### config.mk
export PLATFORM = sky130hd
export DESIGN_NAME = clock_set_ctrl
export DESIGN_NICKNAME = d
export VERILOG_FILES = /design/src/rtl/clock_set_ctrl.sv
export SDC_FILE = /design/constraint.sdc
export NUM_CORES = 1
export LEC_CHECK = 0
export ABC_CLOCK_PERIOD_IN_PS = 2200
export BUFFER_PORTS_ARGS = -buffer_cell sky130_fd_sc_hd__clkbuf_2
export CAP_MARGIN = 20
export CORE_UTILIZATION = 30
export DETAILED_ROUTE_END_ITERATION = 10
export PLACE_DENSITY = 0.51
export SYNTH_ARGS = -nofsm -noshare
export SYNTH_HDL_FRONTEND = slang
export SYNTH_SLANG_ARGS = --single-unit
### constraint.sdc
create_clock -name clk -period 2.2 [get_ports clk]
set_input_delay 0.22 -clock clk [delete_from_list [all_inputs] [get_ports clk]]
set_output_delay 0.22 -clock clk [all_outputs]
set_load 0.1 [all_outputs]
### src/rtl/clock_set_ctrl.sv
// clock_set_ctrl: tick prescaler and two-button set-time FSM for a 12-hour BCD clock.
// In RUN the prescaler paces the clock's ena. mode_btn freezes the clock and captures
// the current time into shadow registers. inc_btn edits hours, then minutes. The final
// mode_btn press commits the shadow values with a single-cycle load strobe.
module clock_set_ctrl #(
   parameter int TICK_DIV = 100
) (
   input  logic       clk,
   input  logic       reset,
   input  logic       mode_btn,
   input  logic       inc_btn,
   input  logic [7:0] cur_hh,
   input  logic [7:0] cur_mm,
   input  logic       cur_pm,
   output logic       ena,
   output logic       load,
   output logic [7:0] load_hh,
   output logic [7:0] load_mm,
   output logic       load_pm,
   output logic [1:0] state
);

   localparam int CNT_W = (TICK_DIV > 1) ? $clog2(TICK_DIV) : 1;
   localparam logic [CNT_W-1:0] CNT_MAX = CNT_W'(TICK_DIV - 1);

   localparam logic [1:0] ST_RUN    = 2'b00;
   localparam logic [1:0] ST_SET_HH = 2'b01;
   localparam logic [1:0] ST_SET_MM = 2'b10;
   localparam logic [1:0] ST_COMMIT = 2'b11;

   logic [1:0]       state_q, state_d;
   logic [CNT_W-1:0] cnt_q,   cnt_d;
   logic             ena_q,   ena_d;
   logic             load_q,  load_d;
   logic [7:0]       hh_q,    hh_d;
   logic [7:0]       mm_q,    mm_d;
   logic             pm_q,    pm_d;
   logic             count_en;

   // 12-hour BCD hour step; anything outside 01..12 restarts at 01.
   function automatic logic [7:0] hour_inc(input logic [7:0] hh);
      logic [7:0] r;
      if (hh == 8'h09)                       r = 8'h10;
      else if (hh == 8'h10 || hh == 8'h11)   r = hh + 8'h01;
      else if (hh == 8'h12)                  r = 8'h01;
      else if (hh >= 8'h01 && hh <= 8'h08)   r = hh + 8'h01;
      else                                   r = 8'h01;
      return r;
   endfunction

   // BCD minute step 00..59 with wrap and no carry out; invalid values restart at 00.
   function automatic logic [7:0] minute_inc(input logic [7:0] mm);
      logic [7:0] r;
      if (mm[7:4] > 4'd5 || mm[3:0] > 4'd9) r = 8'h00;
      else if (mm[3:0] == 4'd9)             r = (mm[7:4] == 4'd5) ? 8'h00 : {mm[7:4] + 4'd1, 4'd0};
      else                                  r = {mm[7:4], mm[3:0] + 4'd1};
      return r;
   endfunction

   // Next-state logic: FSM transitions, shadow edits, and the prescaler step.
   always_comb begin
      state_d  = state_q;
      cnt_d    = cnt_q;
      ena_d    = 1'b0;
      load_d   = 1'b0;
      hh_d     = hh_q;
      mm_d     = mm_q;
      pm_d     = pm_q;
      count_en = 1'b0;
      case (state_q)
         ST_RUN: begin
            if (mode_btn) begin
               state_d = ST_SET_HH;
               hh_d    = cur_hh;
               mm_d    = cur_mm;
               pm_d    = cur_pm;
               cnt_d   = '0;
            end else begin
               count_en = 1'b1;
            end
         end
         ST_SET_HH: begin
            if (mode_btn) begin
               state_d = ST_SET_MM;
            end else if (inc_btn) begin
               hh_d = hour_inc(hh_q);
               if (hh_q == 8'h11) pm_d = ~pm_q;
            end
         end
         ST_SET_MM: begin
            if (mode_btn) begin
               state_d = ST_COMMIT;
               load_d  = 1'b1;
            end else if (inc_btn) begin
               mm_d = minute_inc(mm_q);
            end
         end
         default: begin
            // The commit cycle is prescaler step zero (counter is parked at 0 here),
            // so the first ena lands TICK_DIV cycles after the load cycle.
            state_d  = ST_RUN;
            count_en = 1'b1;
         end
      endcase
      if (count_en) begin
         if (cnt_q == CNT_MAX) begin
            cnt_d = '0;
            ena_d = 1'b1;
         end else begin
            cnt_d = cnt_q + 1'b1;
         end
      end
   end

   // State and output registers; reset aborts any edit and restores defaults.
   always_ff @(posedge clk) begin
      if (reset) begin
         state_q <= ST_RUN;
         cnt_q   <= '0;
         ena_q   <= 1'b0;
         load_q  <= 1'b0;
         hh_q    <= 8'h12;
         mm_q    <= 8'h00;
         pm_q    <= 1'b0;
      end else begin
         state_q <= state_d;
         cnt_q   <= cnt_d;
         ena_q   <= ena_d;
         load_q  <= load_d;
         hh_q    <= hh_d;
         mm_q    <= mm_d;
         pm_q    <= pm_d;
      end
   end

   assign ena     = ena_q;
   assign load    = load_q;
   assign load_hh = hh_q;
   assign load_mm = mm_q;
   assign load_pm = pm_q;
   assign state   = state_q;

endmodule
==> results of run 1 <==
==> worst min-delay path, cell delays in order <==
cell	delay, ns
clkbuf_2	0.08
nand2b_1	0.06
a31oi_1	0.07
==> kinds of logic (layout without fill, tap and decap cells) <==
kind of cell    count (synthesis)  count (layout)
simple gates                   85              85
flops                          28              28
fa+ha+maj                       9               9
buf+inv                        20              61
xor+xnor                        6               6
compound gates                 56              56
==> where the power goes <==
part / total (mW) / internal (mW) / switching, mW
Sequential: 0.650 / 0.567 / 0.0838
Combinational: 0.795 / 0.198 / 0.597
Clock: 0.294 / 0.130 / 0.164
==> worst paths after layout <==
path	startpoint	to	slack, ns	cells after the start
setup / recovery	state[0]$_SDFFE_PP0P_	load_mm[4]$_SDFFE_PP0P_	0.26	6
hold / removal	cur_hh[1]	load_hh[1]$_SDFFE_PP1P_	0.19	3
setup reg to reg	state[0]$_SDFFE_PP0P_	load_mm[4]$_SDFFE_PP0P_	0.26	6
hold reg to reg	load_pm$_SDFFE_PP0P_	load_pm$_SDFFE_PP0P_	0.50	1
==> per-stage QoR <==
step	worst slack, ns	total power, mW	hold slack (ns)
global placement	0.312	1.46	0.474
floorplan	0.0464	1.30	0.382
detailed placement	0.251	1.46	0.483
finish	0.258	1.74	0.192
global route	0.137	1.84	0.191
CTS	0.251	1.76	0.185
==> sequential cells by signal (all words and copies together), names as in the netlist <==
register  cells
load_mm       8
load          1
load_pm       1
state         2
ena           1
load_hh       8
cnt_q         7
==> layout by cell type (no fill, tap or decap), types with 4 or more instances in the layout <==
cell / Yosys / final
o21ai_0: 11 / 11
o22ai_1: 4 / 4
nor3b_1: 7 / 7
nand3_1: 7 / 7
a211oi_1: 4 / 4
nand2_1: 12 / 12
nor3_1: 12 / 12
buf_4: 0 / 5
ha_1: 9 / 9
a21oi_1: 16 / 16
a31oi_1: 4 / 4
nand2b_1: 5 / 5
clkbuf_2: 0 / 41
inv_1: 10 / 10
nor2_1: 20 / 20
dfxtp_1: 28 / 24
==> layer usage <==
layer / global-route usage / share of wire / vias up
met5: 0 / 0 / -
met4: 0.0556 / 0.016 / 0
met3: 0.0225 / 0.036 / 5
met2: 0.236 / 0.45 / 32
met1: 0.198 / 0.49 / 744
li1: - / - / 828
==> cell type report <==
type	instances	area (um2)
tap	70	87.6
fill	556	3200
inverter	11	43.8
multi-input combinational	156	982
timing repair buffer	46	243
sequential	28	568
clock buffer	4	45.0
==> results by group, run 1 <==
Yosys
  – Sequential share of the synthesized area: 0.344
  – Top cells by area, synth: dfxtp_1 (34%), ha_1 (6.9%), a21oi_1 (4.9%)
  – Post-synth top area cell: dfxtp_1
  – Post-Synth Adder-Cell Area: 0.0692
  – Compound-Gate Fraction of Synth Area: 0.223
  – Commonest cells in the netlist: dfxtp_1 (28), nor2_1 (20), a21oi_1 (16)
  – Avg Inst Size Synth: ~8.0 um2
  – Post-synth EDFFs: 0
  – Dominant synthesized flop cell: dfxtp_1
  – Post-Synth XOR/XNOR Area: 0.0323
  – Post-Syn Area: 1630 um2
  – Mux cell area share after synthesis: 0
  – Largest family of logic cells by synthesized area: simple AND/OR/NAND/NOR gates
  – Synthesis Warnings: 0
  – Most frequent cell after synthesis: dfxtp_1
  – Post-synth top area share: 0.344
  – Asr flop ratio synth: 0
  – #FFs+latches synth: 28
  – Post-synthesis simple-gate area fraction: 0.279
  – Post-Syn Nets: roughly 230
  – Mapped Cells: roughly 200
  – Synth unique cells: 45

STA
  – Worst slew margin: 0.618
  – RSZ-0062 raised after global routing: no
  – TNS Setup: 0 ns
  – Fmax achieved: slightly above 500 MHz
  – Finish-stage setup viols: 0
  – Final hold viol count: 0
  – Clock period minus final worst setup slack: 1.94 ns
  – Fin crit share: 0.883
  – Worst slew pin tran: 0.568 ns
  – Pins Over Slew Limit: 0
  – Max Clock Skew: 0.00699 ns

GRT
  – Antenna violations before repair: 0
  – Number of global-route vias before repair: ~1400
  – Pin count of the biggest net entering global routing: 18
  – Total track usage: 0.146
  – Global-route wire length before repair: ~6500 um
  – Grt total ovfl: 0

Cells and area
  – Layout cells sized above 1: 0.229
  – Fin cells: 315
  – Final core utilization: 0.381
  – Antenna cells: 0
  – NumNets Final: about 280
  – Design Area, Final: slightly below 2000 um2
  – P&R area growth vs syn: 21.0%

Clock tree
  – Cts hold-fix bufs: 0
  – Post-CTS Repair Setup Buffers: 0
  – CTS Buf Count: 3
  – Reg clk slew, reported paths: approximately 0.10 ns
  – Clk root buf: clkbuf_8
  – # resized after CTS: 0
  – Worst-skew pair later-pin latency: 0.28 ns
  – TritonCTS Sinks: 28
  – H-tree Lvls: 1
  – Clock Tree Buf Depth: 2
  – CTS tree: yes

Critical path
  – Cell family contributing the most delay on the critical path: compound AO/OA/AOI/OAI gates
  – Worst path max stage delay: 0.51 ns
  – Worst Path Max Fanout: 8
  – Setup Crit Path Kind: reg -> reg
  – CP Cell Sequence: inv_1, ha_1, inv_4, a211o_1, or4_1, a311oi_1
  – Buffers and inverters on the worst path: 2
  – Data arrival, critical path: ~2.1 ns
  – Startpoint types: flop
  – Worst Path Required: 2.39 ns
  – CP endpoint kind: flop
  – Slowest cell on crit path: or4_1

Floorplan
  – Core area: 5170 um2
  – Cell Rows: 26
  – Num ports: 42
  – Die ar.: roughly 5700 um2
  – Die height: around 76 um
  – DIE WIDTH: around 76 um
  – Initial Utilization: 0.315

Hold path
  – Hold Path Class: in -> reg

Detailed routing
  – DR iter-0 viols: 65
  – Post-DR wirelength/cell: around 13 um
  – Via Count: approximately 1600
  – First-pass detailed-route iteration total: 4
  – DRC viols: 0
  – Post-Route WL: 3970 um
  – Antenna viol nets, final: 0
  – Vias/cell: slightly above 5

Placement
  – PortBufs: between 40 and 50
  – Dpl cell area: just under 2000 um2
  – Placer congestion estimate: 0.809
  – Placed cell count: 311
  – Hpwl dp: around 3000 um

Power and ir drop
  – Pleak: approximately 0.82 nW
  – Pwr Density: 883 nW/um2
  – Peak VDD IR: ~260 uV

Run status
  – Status: finished, final reports clean

Run
  – Max_cap viols: 0
Note: power is estimated with default switching activity, not from simulation.
==> run 2: changes to the inputs <==
--- a/config.mk
+++ b/config.mk
@@ -8,9 +8,9 @@
 export ABC_CLOCK_PERIOD_IN_PS = 2200
 export BUFFER_PORTS_ARGS = -buffer_cell sky130_fd_sc_hd__clkbuf_2
 export CAP_MARGIN = 20
-export CORE_UTILIZATION = 30
+export CORE_UTILIZATION = 46
 export DETAILED_ROUTE_END_ITERATION = 10
-export PLACE_DENSITY = 0.51
+export PLACE_DENSITY = 0.72
 export SYNTH_ARGS = -nofsm -noshare
 export SYNTH_HDL_FRONTEND = slang
 export SYNTH_SLANG_ARGS = --single-unit
==> results by group, run 2 (synthesized netlist as in run 1, its figures left out) <==
Floorplan
  – Core area: ~3400 um2
  – DIE WIDTH: 61.5 um
  – Die ar.: 3780 um2
  – Cell Rows: 21
  – Die height: just over 60 um
  – Initial Utilization: 0.484
  – Num ports: 42

Clock tree
  – CTS tree: yes
  – Clk root buf: clkbuf_4
  – CTS Buf Count: 3
  – Post-CTS Repair Setup Buffers: 0
  – Cts hold-fix bufs: 0
  – H-tree Lvls: 1
  – # resized after CTS: 0
  – Clock Tree Buf Depth: 2
  – Reg clk slew, reported paths: approximately 0.15 ns
  – TritonCTS Sinks: 28
  – Worst-skew pair later-pin latency: between 0.3 and 0.4 ns

Power and ir drop
  – Pleak: between 0.8 and 0.9 nW
  – Peak VDD IR: about 350 uV
  – Pwr Density: 880 nW/um2

Critical path
  – CP endpoint kind: flop
  – Worst Path Max Fanout: 8
  – Slowest cell on crit path: or4_1
  – Setup Crit Path Kind: reg -> reg
  – Data arrival, critical path: ~2.2 ns
  – Startpoint types: flop
  – Worst Path Required: ~2.5 ns
  – CP Cell Sequence: inv_1, ha_1, inv_4, a211o_1, or4_1, a311oi_1
  – Worst path max stage delay: between 0.5 and 0.6 ns

GRT
  – Antenna violations before repair: 0
  – Global-route wire length before repair: around 5300 um
  – Number of global-route vias before repair: approximately 1200
  – Pin count of the biggest net entering global routing: 27
  – Grt total ovfl: 0
  – Total track usage: 0.189

Placement
  – PortBufs: 41
  – Dpl cell area: ~1900 um2
  – Placer congestion estimate: 0.832
  – Placed cell count: between 200 and 300
  – Hpwl dp: around 2600 um

Cells and area
  – Antenna cells: 0
  – Final core utilization: 0.572
  – Leading cell types in the layout, fill and taps excluded: clkbuf_2 (41), dfxtp_1 (24), nor2_1 (20), a21oi_1 (16)
  – P&R area growth vs syn: 18.1%
  – Design Area, Final: just under 2000 um2
  – Most common cell after layout, fill and taps aside: clkbuf_2
  – NumNets Final: between 200 and 300
  – Layout cells sized above 1: 0.230
  – Fin cells: 290

STA
  – TNS Setup: 0 ns
  – Worst slew margin: 0.642
  – Max Clock Skew: 0.00343 ns
  – Final hold viol count: 0
  – Clock period minus final worst setup slack: 1.97 ns
  – Worst slew pin tran: approximately 0.53 ns
  – Fin crit share: 0.896
  – Pins Over Slew Limit: 0
  – Finish-stage setup viols: 0
  – Fmax achieved: about 510 MHz
  – RSZ-0062 raised after global routing: no

Run status
  – Status: finished, final reports clean

Hold path
  – Hold Path Class: in -> reg

Run
  – Max_cap viols: 0

Detailed routing
  – Post-Route WL: ~3600 um
  – Post-DR wirelength/cell: between 10 and 15 um
  – Via Count: 1583
  – DRC viols: 0
  – Vias/cell: 5.46
  – DR iter-0 viols: approximately 130
  – Antenna viol nets, final: 0
  – First-pass detailed-route iteration total: 4
-- run 2: metrics by stage --
stage	hold WS [ns]	setup slack (ns)	total power, mW
6_report	0.119	0.230	1.69
3_5_place_dp	0.473	0.270	1.44
2_1_floorplan	0.382	0.0464	1.30
5_1_grt	0.116	0.142	1.79
4_1_cts	0.119	0.234	1.70
3_3_place_gp	0.470	0.332	1.44
-- run 2: path summary, 6_finish.rpt --
check,startpoint,slack [ns],depth (start not counted),to
setup / recovery,state[0]$_SDFFE_PP0P_,0.23,6,load_mm[6]$_SDFFE_PP0P_
hold / removal,cur_hh[1],0.12,3,load_hh[1]$_SDFFE_PP1P_
setup reg to reg,state[0]$_SDFFE_PP0P_,0.23,6,load_mm[6]$_SDFFE_PP0P_
hold reg to reg,load_pm$_SDFFE_PP0P_,0.50,1,load_pm$_SDFFE_PP0P_
-- run 2: power breakdown --
group,internal [mW],leakage (nW),switching (mW),total [mW]
registers,0.567,0.230,0.0813,0.648
logic,0.197,0.560,0.592,0.789
clock network,0.101,0.0210,0.153,0.254
-- run 2: critical path, delay by kind of cell (launching register included) --
kind,cells,cell delay [ns]
flops,1,0.37
simple gates,1,0.52
fa+ha+maj,1,0.22
buf+inv,2,0.17
compound gates,2,0.61
-- run 2: final cells by class --
cell class                 instances  area [um2]
inverter                          11        43.8
fill                             343        1440
sequential                        28         568
multi-input combinational        156         982
tap                               46        57.6
timing repair buffer              45         235
clock buffer                       4        36.3
-- run 2: layer usage --
layer | share of wire | global-route usage
met2 | 0.42 | 0.276
met5 | 0 | 0
met4 | 0.016 | 0.0889
met1 | 0.52 | 0.273
met3 | 0.042 | 0.0252
